<file path="src/rtl/pipe_pkg.sv">
// Shared definitions for the pipeline stage register: default widths and
// the bit layout of the packed control field.
package pipe_pkg;

    localparam int DATA_W_DEF   = 64;
    localparam int NUM_DATA_DEF = 5;
    localparam int CTRL_W_DEF   = 11;
    localparam int ADDR_W_DEF   = 5;
    localparam int CNT_W_DEF    = 16;

    // Control-field bit positions (LSB of each sub-field) and sub-field widths.
    localparam int CTRL_FLAGWRITE   = 0;
    localparam int CTRL_REGWRITE    = 1;
    localparam int CTRL_MEMREAD     = 2;
    localparam int CTRL_MEMWRITE    = 3;
    localparam int CTRL_MEM2REG_LSB = 4;
    localparam int CTRL_MEM2REG_W   = 2;
    localparam int CTRL_ALUSRC_LSB  = 6;
    localparam int CTRL_ALUSRC_W    = 2;
    localparam int CTRL_ALUOP_LSB   = 8;
    localparam int CTRL_ALUOP_W     = 3;

    // Structured view of the default 11-bit control field, MSB first.
    typedef struct packed {
        logic [CTRL_ALUOP_W-1:0]   alu_op;
        logic [CTRL_ALUSRC_W-1:0]  alu_src;
        logic [CTRL_MEM2REG_W-1:0] mem2reg;
        logic                      mem_write;
        logic                      mem_read;
        logic                      reg_write;
        logic                      flag_write;
    } ctrl_t;

    // True when a control word would change architectural state.
    function automatic logic ctrl_has_write(input ctrl_t c);
        return c.mem_write | c.reg_write | c.flag_write;
    endfunction

endpackage

</file>
<file path="src/rtl/sat_counter.sv">
// Up-counter that saturates at MAX, with a synchronous clear that takes
// priority over a same-edge increment.
module sat_counter #(
    parameter int           W   = 16,
    parameter logic [W-1:0] MAX = '1
) (
    input  logic         clk,
    input  logic         reset,
    input  logic         clr,
    input  logic         inc,
    output logic [W-1:0] count
);

    // Count register: clear wins, otherwise step until MAX is reached.
    always_ff @(posedge clk or negedge reset) begin
        if (!reset) begin
            count <= '0;
        end else if (clr) begin
            count <= '0;
        end else if (inc && (count != MAX)) begin
            count <= count + W'(1);
        end
    end

endmodule

</file>
<file path="src/rtl/pipe_stage_reg.sv">
// One pipeline stage register with flush/stall control, bubble-safe control
// field, saturating stall/flush event counters and a long-stall flag.
module pipe_stage_reg
    import pipe_pkg::*;
#(
    parameter int DATA_W      = DATA_W_DEF,
    parameter int NUM_DATA    = NUM_DATA_DEF,
    parameter int CTRL_W      = CTRL_W_DEF,
    parameter int ADDR_W      = ADDR_W_DEF,
    parameter int CNT_W       = CNT_W_DEF,
    parameter int STALL_LIMIT = 8
) (
    input  logic                       clk,
    input  logic                       reset,
    input  logic                       in_valid,
    input  logic                       stall,
    input  logic                       flush,
    input  logic                       clr_cnt,
    input  logic [NUM_DATA*DATA_W-1:0] in_data,
    input  logic [CTRL_W-1:0]          in_ctrl,
    input  logic [ADDR_W-1:0]          in_addr,
    output logic                       out_valid,
    output logic [NUM_DATA*DATA_W-1:0] out_data,
    output logic [CTRL_W-1:0]          out_ctrl,
    output logic [ADDR_W-1:0]          out_addr,
    output logic [CNT_W-1:0]           stall_cnt,
    output logic [CNT_W-1:0]           flush_cnt,
    output logic                       stall_long
);

    localparam logic [CNT_W-1:0] LIMIT = CNT_W'(STALL_LIMIT);

    // A stall only takes effect when no flush is present on the same edge.
    logic eff_stall;
    logic squash;
    logic [CNT_W-1:0] run_cnt;

    assign eff_stall = stall & ~flush;
    assign squash    = flush & out_valid;

    // Stage contents: flush bubbles, stall holds, otherwise load upstream.
    // NOTE: every flop here uses <= so all registers see pre-edge values;
    // a blocking = would let later statements observe this edge's update.
    // NOTE: the wide datapath registers are reset as well, because reset
    // must clear out_data/out_addr immediately, not just the valid bit.
    always_ff @(posedge clk or negedge reset) begin
        if (!reset) begin
            out_valid <= 1'b0;
            out_data  <= '0;
            out_ctrl  <= '0;
            out_addr  <= '0;
        end else if (flush) begin
            out_valid <= 1'b0;
            out_ctrl  <= '0;
        end else if (!stall) begin
            out_valid <= in_valid;
            out_data  <= in_data;
            out_ctrl  <= in_valid ? in_ctrl : '0;
            out_addr  <= in_addr;
        end
    end

    sat_counter #(.W(CNT_W)) u_stall_cnt (
        .clk   (clk),
        .reset (reset),
        .clr   (clr_cnt),
        .inc   (eff_stall),
        .count (stall_cnt)
    );

    sat_counter #(.W(CNT_W)) u_flush_cnt (
        .clk   (clk),
        .reset (reset),
        .clr   (clr_cnt),
        .inc   (squash),
        .count (flush_cnt)
    );

    // Length of the current stall run; any non-stalling edge restarts it.
    sat_counter #(.W(CNT_W), .MAX(LIMIT)) u_run_cnt (
        .clk   (clk),
        .reset (reset),
        .clr   (~eff_stall),
        .inc   (eff_stall),
        .count (run_cnt)
    );

    // Flag tracks the run counter's next value, so it is high exactly while
    // the run counter sits at LIMIT (run_cnt never exceeds LIMIT).
    always_ff @(posedge clk or negedge reset) begin
        if (!reset) begin
            stall_long <= 1'b0;
        end else begin
            stall_long <= eff_stall && (run_cnt >= LIMIT - CNT_W'(1));
        end
    end

endmodule

</file>
<file path="config.mk">
export PLATFORM = sky130hd
export DESIGN_NAME = pipe_stage_reg
export DESIGN_NICKNAME = d
export VERILOG_FILES = /design/src/rtl/pipe_pkg.sv /design/src/rtl/sat_counter.sv /design/src/rtl/pipe_stage_reg.sv
export SDC_FILE = /design/constraint.sdc
export NUM_CORES = 1
export LEC_CHECK = 0
export ABC_AREA = 1
export CORE_AREA = 4 4 277 279
export CTS_BUF_LIST = sky130_fd_sc_hd__clkbuf_4 sky130_fd_sc_hd__clkbuf_8 sky130_fd_sc_hd__clkbuf_16
export CTS_CLUSTER_DIAMETER = 100
export DETAILED_ROUTE_END_ITERATION = 7
export DIE_AREA = 0 0 281 283
export GPL_TIMING_DRIVEN = 0
export SETUP_SLACK_MARGIN = 0.1
export SYNTH_ARGS = -nofsm -noshare
export SYNTH_HDL_FRONTEND = slang
export SYNTH_SLANG_ARGS = --single-unit
export TNS_END_PERCENT = 20
</file>
<file path="constraint.sdc">
create_clock -name clk -period 1.9 [get_ports clk]
set_input_delay 0.38 -clock clk [delete_from_list [all_inputs] [get_ports clk]]
set_output_delay 0.38 -clock clk [all_outputs]
set_load 0.05 [all_outputs]
</file>
==> reports/metrics.yaml <==
totalPowerFinal_mw: 27.44
dieArea_mm2: 0.07952
grt_pass1_vias: 13090
switchingPower_mw: 9.408
grt_max_degree: 120
synth_seq_cells: 386
drive_gt1_share_pct: 42.35
die_h_um: 283
holdCritPathClass: "input port to asynchronous set/reset pin"
clockBufferDepth: 3
final_nets: 2230
syn_nets: 1466
ff_latch_area_mm2: 0.009662
reg2reg_from: "u_stall_cnt.count[0]"
yosysWarnings: 0
initial_utilization_pct: 20.71
synth_edf_count: 0
worstSkewPairLatency_ns: 0.56
critical_path.cell_chain: "dlygate4sd2_1"
yosysMostFrequentCell: "dfrtp_1"
status: "finished with violations"
drv_cap: 0
synth_cells: 1120
place_congestion: 0.8408
ys_top_cells_by_count: "dfrtp_1, mux2_2, nand2_1"
vias_per_cell: 4.066
period_share_pct: 96.50
hold_slack_ns: -0.2241
multi_input_area_mm2: 0.005319
cts_buffers: 47
drc: 0
io_buffers: 710
placed_area_mm2: 0.02377
p_leak_nw: 10.87
p_sw_share_pct: 34.28
synthTopCellsByArea: "dfrtp_1, mux2_2, nand2_1, buf_2, nor2_1"
slowest_stage: "dlygate4sd2_1"
core_area_mm2: 0.07420
wl_um: 53270
fin_skew_ns: 0.005181
synth_area_mm2: 0.01536
clk_pin_slew_ns: 0.06
clkPwrFrac_pct: 35.0
first_iter_violations: 535
design_area_mm2: 0.02545
cp_num_buf_inv: 1
rr_endpoint: "u_stall_cnt.count[12]"
synth_ff_type: "dfrtp_1"
p_int_mw: 18.03
r2r_slack_ns: 0.12
setup_ws_ns: 0.06648
tightest_slew_ns: 0.6929
nFillCells: 7362
wire_per_inst_um: 18.40
yosysTopAreaCell: "dfrtp_1"
async_reset_ff_share_pct: 100.0
min_period_ns: 1.834
critPathArrivalTime_ns: 1.45
report.final.slew_viol_count: 0
startpoint_type: "flop"
pwr-share-comb_pct: 29.2
ant_nets: 0
crit_family: "buffers and inverters"
powerDensity_mw_per_mm2: 1078
num_rows: 100
synth_top_area_share_pct: 62.87
cts_sinks: 386
syn2layout_area_growth_pct: 65.63
post-place-ws_ns: -1.495
finalSetupViolCount: 0
peakVddDrop_uv: 794.1
path_max_fanout: 2
violations: "hold timing"
slew_headroom_pct: 53.81
synthDistinctLibCells: 29
overflow: 0
cts_root_buffer: "clkbuf_16"
cts_max_level: 2
reg2reg_depth: 11
power_frac_seq_pct: 35.9
grt_pass1_wl_um: 80590
fmax_mhz: 545.4
ios: 712
rsz0062_at_grt: "yes"
die-width_um: 281
grt.total_usage_pct: 12.98
grt_antenna_before_repair: 6
finalHoldViolCount: 72
postSynthAreaPerCell_um2: 13.72
yosysSeqAreaShare_pct: 62.87
drtPass1Iterations: 5
tritoncts: "built"
vias: 11770
slowest_delay_ns: 0.54
post-dp-hpwl_um: 41390
critical_path_class: "flop to primary output"
endpoint_kind: "primary output"
required_ns: 1.52
==> flip-flops by register name, indices dropped and copies added (netlist names) <==
register	flops
out_addr	5
out_valid	1
stall_long	1
u_stall_cnt.count	16
out_ctrl	11
out_data	320
u_flush_cnt.count	16
u_run_cnt.count	16
==> routing by layer <==
metal | global-route usage (%) | routed length (um) | vias to the layer above
met1 | 13.82 | 19040 | 5818
met5 | 0 | 0 | -
li1 | - | - | 5394
met3 | 4.800 | 4827 | 96
met4 | 3.890 | 1460 | 0
met2 | 23.78 | 27940 | 462
==> worst max-delay path by stage <==
stage,from,end,cells after the start
floorplan,u_flush_cnt.count[1],u_flush_cnt.count[12],10
global placement,reset,u_stall_cnt.count[1],1
detailed placement,stall,out_data[235],5
CTS,u_stall_cnt.count[13],stall_cnt[13],1
global route,out_data[201],out_data[201],1
finish,out_ctrl[3],out_ctrl[3],1
==> metrics by stage <==
stage / TNS (ns) / instances / utilization (%)
6_report: 0 / 2895 / 34.30
5_1_grt: 0 / 2895 / 34.30
4_1_cts: -0.01739 / 2891 / 34.44
3_5_place_dp: -443.48 / 2802 / 32.04
3_3_place_gp: -6834.94 / 2799 / 31.92
2_1_floorplan: 0 / 1120 / -
==> power groups by stage <==
| stage | Combinational (mW) | Sequential [mW] | Clock, mW |
|---|---|---|---|
| 5_1_grt | 8.32 | 9.98 | 10.3 |
| 4_1_cts | 8.13 | 9.85 | 9.99 |
| 3_3_place_gp | 8.44 | 9.96 | 0 |
| 3_5_place_dp | 8.50 | 9.98 | 0 |
| 2_1_floorplan | 1.20 | 13.6 | 0 |
| 6_report | 8.01 | 9.84 | 9.60 |
==> final cells by class <==
| cell class | instances | share of cell area, % |
|---|---|---|
| sequential | 386 | 37.97 |
| timing repair buffer | 715 | 28.14 |
| multi-input combinational | 649 | 20.90 |
| clock buffer | 70 | 5.522 |
| tap | 969 | 4.764 |
| clock inverter | 17 | 1.116 |
| buffer | 47 | 0.9834 |
| inverter | 38 | 0.5605 |
| antenna | 4 | 0.03934 |
==> kinds of logic (layout without fill, tap and decap cells) <==
family,count (synthesis),count (layout),synth area share [%]
flip-flops,386,386,62.87
multiplexers,326,326,23.89
AND/OR/NAND/NOR,260,260,7.631
buffers and inverters,85,887,2.557
AO/OA/AOI/OAI,45,45,1.930
XOR/XNOR,14,14,0.7981
adder cells (fa/ha/maj),4,4,0.3258
other,0,4,0
==> cells in the final DEF, fill, tap and decap left out, types with 6 or more instances in the layout <==
| master | n |
|---|---|
| clkbuf_8 | 9 |
| dfrtp_1 | 384 |
| xor2_1 | 11 |
| a32o_1 | 11 |
| nor2_4 | 8 |
| nor3_1 | 6 |
| bufinv_16 | 6 |
| clkdlybuf4s50_1 | 339 |
| nand4_1 | 21 |
| nand3_1 | 32 |
| clkbuf_2 | 29 |
| buf_2 | 77 |
| clkbuf_4 | 14 |
| o21ai_0 | 11 |
| clkbuf_16 | 47 |
| dlygate4sd2_1 | 40 |
| nor2_1 | 44 |
| a21oi_1 | 15 |
| nand2_1 | 139 |
| mux2_2 | 325 |
| clkdlybuf4s15_2 | 258 |
| inv_1 | 34 |
==> repair_timing <==
| action | CTS | global route |
|---|---|---|
| setup endpoints to repair | 707 | 154 |
| endpoints found under the hold margin | 72 | 72 |
| pin swaps | 1 | 0 |
| gates resized for setup | 1055 | 60 |
| setup buffers | 2 | 0 |
Note: power is estimated with default switching activity, not from simulation.
